[src/rtl/fft_energy_pkg.sv]
// Shared types, default parameters and helpers for the FFT band-energy stage.
// Latency: n/a (package only).
// Backpressure: n/a (package only).
package fft_energy_pkg;

  typedef enum logic [1:0] {
    IDLE   = 2'd0,
    RUN    = 2'd1,
    DRAIN  = 2'd2,
    COMMIT = 2'd3
  } state_t;

  localparam int DEF_NUM_BANDS = 7;
  localparam int DEF_DATA_W    = 16;
  localparam int DEF_ADDR_W    = 10;
  localparam int DEF_ACC_W     = 40;
  localparam int DEF_LEVEL_W   = 4;
  localparam int DEF_SHIFT_W   = 6;
  localparam int DEF_RD_LAT    = 2;

  // Unsigned add clamped to 2^w-1; operands are zero-extended to 64 bits by
  // the caller, so w may be anything up to 63.
  function automatic logic [63:0] sat_add(input logic [63:0] a,
                                          input logic [63:0] b,
                                          input int          w);
    logic [64:0] sum;
    logic [64:0] lim;
    sum = {1'b0, a} + {1'b0, b};
    lim = (65'd1 << w) - 65'd1;
    if (sum > lim) return lim[63:0];
    return sum[63:0];
  endfunction

endpackage

[src/rtl/fft_level_quant.sv]
// Quantise one band energy to a display level: shift right, clamp to all-ones.
// Latency: combinational.
// Backpressure: none.
// Ports: energy (band energy), shift (right shift amount), level (clamped result).
module fft_level_quant
  import fft_energy_pkg::*;
#(
  parameter int ACC_W   = DEF_ACC_W,
  parameter int SHIFT_W = DEF_SHIFT_W,
  parameter int LEVEL_W = DEF_LEVEL_W
) (
  input  logic [ACC_W-1:0]   energy,
  input  logic [SHIFT_W-1:0] shift,
  output logic [LEVEL_W-1:0] level
);

  logic [ACC_W-1:0] q;

  always_comb begin
    q = '0;
    // Shifts of ACC_W or more discard every bit.
    if (int'(shift) < ACC_W) q = energy >> shift;
    level = ((q >> LEVEL_W) != '0) ? '1 : q[LEVEL_W-1:0];
  end

endmodule

[src/rtl/fft_band_energy.sv]
// Stream one FFT frame from the spectrum BRAM, sum squared magnitudes per band, commit energies and levels atomically.
// Latency: start to done is E + RD_LAT + 2 cycles (E = last band end address).
// Backpressure: none; start is ignored while busy, BRAM is read one address per cycle without stalls.
// Ports: clock/reset_n; start, band_end, shift, hold (frame config, latched on start except hold);
//        bram_addr/bram_data (BRAM read port); busy, done, energy, level (status and committed results).
// Build option: define FFT_BAND_PEAK_HOLD_EN for peak-hold level decay of one step per frame.
module fft_band_energy
  import fft_energy_pkg::*;
#(
  parameter int NUM_BANDS = DEF_NUM_BANDS,
  parameter int DATA_W    = DEF_DATA_W,
  parameter int ADDR_W    = DEF_ADDR_W,
  parameter int ACC_W     = DEF_ACC_W,
  parameter int LEVEL_W   = DEF_LEVEL_W,
  parameter int SHIFT_W   = DEF_SHIFT_W,
  parameter int RD_LAT    = DEF_RD_LAT
) (
  input  logic                           clock,
  input  logic                           reset_n,
  input  logic                           start,
  input  logic [NUM_BANDS*ADDR_W-1:0]    band_end,
  input  logic [NUM_BANDS*SHIFT_W-1:0]   shift,
  input  logic                           hold,
  output logic [ADDR_W-1:0]              bram_addr,
  input  logic [DATA_W-1:0]              bram_data,
  output logic                           busy,
  output logic                           done,
  output logic [NUM_BANDS*ACC_W-1:0]     energy,
  output logic [NUM_BANDS*LEVEL_W-1:0]   level
);

  localparam int CNT_W = $clog2(RD_LAT + 1);

  state_t state, state_nxt;

  logic [NUM_BANDS-1:0][ADDR_W-1:0]  end_q;
  logic [NUM_BANDS-1:0][SHIFT_W-1:0] shift_q;
  logic [NUM_BANDS-1:0][ACC_W-1:0]   acc_q;
  logic [NUM_BANDS-1:0][ACC_W-1:0]   energy_q;
  logic [NUM_BANDS-1:0][LEVEL_W-1:0] level_q;
  logic [NUM_BANDS-1:0][LEVEL_W-1:0] quant;
  logic [NUM_BANDS-1:0][LEVEL_W-1:0] commit_level;

  // Band membership travels with each read as a mask so that overlapping or
  // empty ranges follow the interval rule exactly.
  logic [RD_LAT-1:0]                 vld_pipe;
  logic [RD_LAT-1:0][NUM_BANDS-1:0]  tag_pipe;
  logic [NUM_BANDS-1:0]              addr_tag;

  logic [CNT_W-1:0]                  drain_cnt;
  logic [ADDR_W-1:0]                 last_addr;
  logic [2*DATA_W-1:0]               data_ext;
  logic [2*DATA_W-1:0]               prod;

  assign last_addr = end_q[NUM_BANDS-1] - ADDR_W'(1);
  assign data_ext  = {{DATA_W{1'b0}}, bram_data};
  assign prod      = data_ext * data_ext;
  assign busy      = (state != IDLE);
  assign energy    = energy_q;
  assign level     = level_q;

  always_comb begin
    addr_tag    = '0;
    addr_tag[0] = (bram_addr < end_q[0]);
    for (int k = 1; k < NUM_BANDS; k++) begin
      addr_tag[k] = (bram_addr >= end_q[k-1]) && (bram_addr < end_q[k]);
    end
  end

  for (genvar k = 0; k < NUM_BANDS; k++) begin : g_quant
    fft_level_quant #(
      .ACC_W   (ACC_W),
      .SHIFT_W (SHIFT_W),
      .LEVEL_W (LEVEL_W)
    ) u_quant (
      .energy (acc_q[k]),
      .shift  (shift_q[k]),
      .level  (quant[k])
    );
  end

`ifdef FFT_BAND_PEAK_HOLD_EN
  logic [LEVEL_W-1:0] decayed;

  always_comb begin
    commit_level = quant;
    decayed      = '0;
    for (int k = 0; k < NUM_BANDS; k++) begin
      decayed = (level_q[k] == '0) ? '0 : level_q[k] - LEVEL_W'(1);
      if (decayed > quant[k]) commit_level[k] = decayed;
    end
  end
`else
  always_comb begin
    commit_level = quant;
  end
`endif

  always_ff @(posedge clock or negedge reset_n) begin
    if (!reset_n) state <= IDLE;
    else          state <= state_nxt;
  end

  always_comb begin
    state_nxt = state;
    case (state)
      IDLE: begin
        // The latched copy is not yet available, so test the live end address.
        if (start) begin
          state_nxt = (band_end[NUM_BANDS*ADDR_W-1 -: ADDR_W] == '0) ? DRAIN : RUN;
        end
      end
      RUN:    if (bram_addr == last_addr) state_nxt = DRAIN;
      DRAIN:  if (drain_cnt == CNT_W'(RD_LAT - 1)) state_nxt = COMMIT;
      COMMIT: state_nxt = IDLE;
      default: state_nxt = IDLE;
    endcase
  end

  always_ff @(posedge clock or negedge reset_n) begin
    if (!reset_n) begin
      end_q     <= '0;
      shift_q   <= '0;
      acc_q     <= '0;
      energy_q  <= '0;
      level_q   <= '0;
      vld_pipe  <= '0;
      tag_pipe  <= '0;
      drain_cnt <= '0;
      bram_addr <= '0;
      done      <= 1'b0;
    end else begin
      done        <= 1'b0;
      vld_pipe[0] <= (state == RUN);
      tag_pipe[0] <= addr_tag;
      for (int i = 1; i < RD_LAT; i++) begin
        vld_pipe[i] <= vld_pipe[i-1];
        tag_pipe[i] <= tag_pipe[i-1];
      end

      if (vld_pipe[RD_LAT-1]) begin
        for (int k = 0; k < NUM_BANDS; k++) begin
          if (tag_pipe[RD_LAT-1][k]) begin
            acc_q[k] <= ACC_W'(sat_add(64'(acc_q[k]), 64'(prod), ACC_W));
          end
        end
      end

      case (state)
        IDLE: begin
          if (start) begin
            end_q     <= band_end;
            shift_q   <= shift;
            bram_addr <= '0;
            acc_q     <= '0;
            drain_cnt <= '0;
          end
        end
        RUN: begin
          if (bram_addr != last_addr) bram_addr <= bram_addr + ADDR_W'(1);
        end
        DRAIN: begin
          drain_cnt <= drain_cnt + CNT_W'(1);
        end
        COMMIT: begin
          energy_q <= acc_q;
          if (!hold) level_q <= commit_level;
          done <= 1'b1;
        end
        default: ;
      endcase
    end
  end

endmodule

[config.mk]
export PLATFORM = sky130hd
export DESIGN_NAME = fft_band_energy
export DESIGN_NICKNAME = d
export VERILOG_FILES = /design/src/rtl/fft_energy_pkg.sv /design/src/rtl/fft_level_quant.sv /design/src/rtl/fft_band_energy.sv
export SDC_FILE = /design/constraint.sdc
export NUM_CORES = 2
export LEC_CHECK = 0
export CAP_MARGIN = 20
export CORE_MARGIN = 5
export CORE_UTILIZATION = 40
export DETAILED_ROUTE_END_ITERATION = 10
export PLACE_DENSITY = 0.7
export SKIP_CTS_REPAIR_TIMING = 1
export SLEW_MARGIN = 0
export SYNTH_ARGS = -nofsm -noshare
export SYNTH_HDL_FRONTEND = slang
export SYNTH_HIERARCHICAL = 1
export SYNTH_SLANG_ARGS = --single-unit
[constraint.sdc]
create_clock -name clock -period 2.8 [get_ports clock]
set_input_delay 0.28 -clock clock [delete_from_list [all_inputs] [get_ports clock]]
set_output_delay 0.28 -clock clock [all_outputs]
set_load 0.005 [all_outputs]
==> results.toml <==
[global_route]
antenna_found_initial = 9
grt.total_usage = 0.268
grt_pass1_vias = 60800
grt-ovfl-total = 0
grt_max_degree = 106
grt_pass1_wl_mm = 350

[worst_setup_path]
critPathMaxStageDelay_ps = 540
crit_fanout = 7
r2r-end = "level[10]"
worstSetupPathType = "in -> reg"
arrival_ps = 8040
crit_path_start_kind = "input pin"
crit_required_ps = 3380
cpMostUsedCell = "inv_2"
reg2reg_from = "shift_q[12]"
cpMaxStageDelayCell = "fa_1"
r2r_slack_ps = -520
reg2reg_depth = 10
cp-end-kind = "register"

[floorplanning]
die_h_um = 405
ioPinCount = 452
design.core.area_sq_um = 156000
die_w_um = 405
dieArea_sq_um = 164000
start_util = 0.401
row_count = 145

[cells_and_area]
final_area_sq_um = 88400
area_growth_pct = 41.7
drive_above_1_share = 0.349
final_cell_mix = "buf_4 (1510), dfrtp_1 (717), nand2_1 (585)"
fin_nets = 9195
final_common_cell = "buf_4"

[clocking]
clkSinkCount = 731
h-tree-depth = 3
tritoncts = "built"
cts_buffer_depth = 3
cts_root_buffer = "clkbuf_16"
clkSlewWorstSetupHoldPaths_ps = 60
clock_latency_ps = 720
cts_buffers = 88

[sta]
final.min_clock_period_ps = 7460
tightestPinTransition_ps = 814
setup_viol = 318
fin_skew_ps = 34.6
finalHoldViolCount = 0
fmax_ghz = 0.134
maxSlewViolCount = 0
rsz0062_at_grt = "true"
maxSlewHeadroom = 0.457
period_share = 2.66
setup_ws_ps = -4660

[status]
violations = "negative setup slack"
run_status = "finished with violations"

[synthesis]
syn_area_sq_um = 62400
yosysWarnings = 6
syn_area_per_cell_sq_um = 9.42
syn-num-nets = 7332
async_flop_share = 1.00
synthFlopType = "dfrtp_1"
synth_seq_cells = 731
synth-edff-count = 0
synthCells = 6623
yosysSeqAreaShare = 0.293
ys_types = 108

[routing]
vias_per_cell = 5.76
wl_mm = 232
num_vias = 61200
drt_first_pass_iters = 6
wl_per_cell_um = 21.8
drtAntennaViolNets = 0
drtIter0Drc = 5316
drcViolationCount = 0

[min_path]
hp-start = "shift[18]"
hold_class = "in -> reg"
whs_path_depth = 3
holdPathEnd = "shift_q[18]"

[place]
port-buffer-count = 451
placed_cell_area_sq_um = 82200
gp_congestion = 0.979
dpl_worst_slack_ps = -5910
dp_hpwl_mm = 177

[run]
max_cap_viol_count = 0
[worst max-delay path by stage]
stage                     slack (ps)  cells after the start          from          to
after floorplan                -4730                     37  bram_data[1]   acc_q[77]
after global placement         -5790                     32  bram_data[3]  acc_q[159]
after detailed placement       -5910                     31  bram_data[3]  acc_q[195]
after CTS                      -5100                     31  bram_data[7]  acc_q[279]
after global routing           -4890                     38  bram_data[8]   acc_q[73]
final                          -4660                     41  bram_data[8]  acc_q[265]
[worst max-delay path: cells and delay by family]
family | cells | cell delay (ps)
AOI/OAI and AO/OA | 15 | 2390
xor gates and xnor gates | 1 | 190
adders and majority gates | 8 | 3530
and+or+nand+nor | 3 | 280
buffers and inverters | 14 | 1360
[layout make-up]
class	instances	area [sq um]
multi-input combinational	5109	44200
inverter	430	1620
tap	2058	2570
clock inverter	59	666
timing repair buffer	2126	18700
antenna	6	15.0
clock buffer	106	2360
sequential	731	18300
fill	13400	67200
[synth_stat cells (61+ instances only)]
library cell  instances  area [sq um]
a21o_1              136          1020
fa_1                161          3220
nand4_1              61           382
nand2_1             609          2290
a21oi_1             603          3020
dfrtp_1             731         18300
inv_1               430          1610
ha_1                416          5200
o21ai_0             461          2310
xor2_1              110           963
a31oi_1             110           688
nand3_1             102           510
mux2i_1             135          1350
mux4_2              189          4260
nor3_1               77           385
and2_1               86           538
nor2_1              366          1370
mux2_2              324          3650
clkbuf_1            240           901
mux2_1               63           709
xnor2_1             149          1310
nand2b_1             62           388
[metal layers]
| layer | vias up | global-route usage | wire, um |
|---|---|---|---|
| met4 | 2 | 0.111 | 10400 |
| met2 | 2451 | 0.434 | 108000 |
| li1 | 28000 | - | - |
| met1 | 30400 | 0.362 | 97600 |
| met3 | 471 | 0.0391 | 15800 |
| met5 | - | 0 | 13 |
[stage by stage]
stage / cells / TNS, ps / hold slack (ps) / utilization
2_1_floorplan: 6623 / -1280500 / -15.6 / -
3_3_place_gp: 10400 / -1593010 / 290 / 0.528
3_5_place_dp: 10400 / -1615620 / 287 / 0.528
4_1_cts: 10500 / -1394750 / -496 / 0.548
5_1_grt: 10600 / -1333180 / 92.8 / 0.568
6_report: 10600 / -1268390 / 96.8 / 0.568
[kinds of logic (layout without fill, tap and decap cells)]
family / count (synthesis) / in the layout / share of synthesized area
simple gates: 1660 / 1660 / 0.130
mux: 725 / 725 / 0.163
xor+xnor: 260 / 260 / 0.0367
fa+ha+maj: 577 / 577 / 0.135
buf+inv: 783 / 2721 / 0.0524
other cells: 0 / 6 / 0
flops: 731 / 731 / 0.293
compound gates: 1887 / 1887 / 0.190
[state kept, by name (all words and copies together), names as in the netlist, 10 cells and up]
signal and cells:
shift_q 42, energy 280, acc_q 280, tag_pipe 14, bram_addr 10, level 28, end_q 70
Power is not shown: default switching activity piles up to over one toggle a cycle in this logic, so the estimate is an artifact.
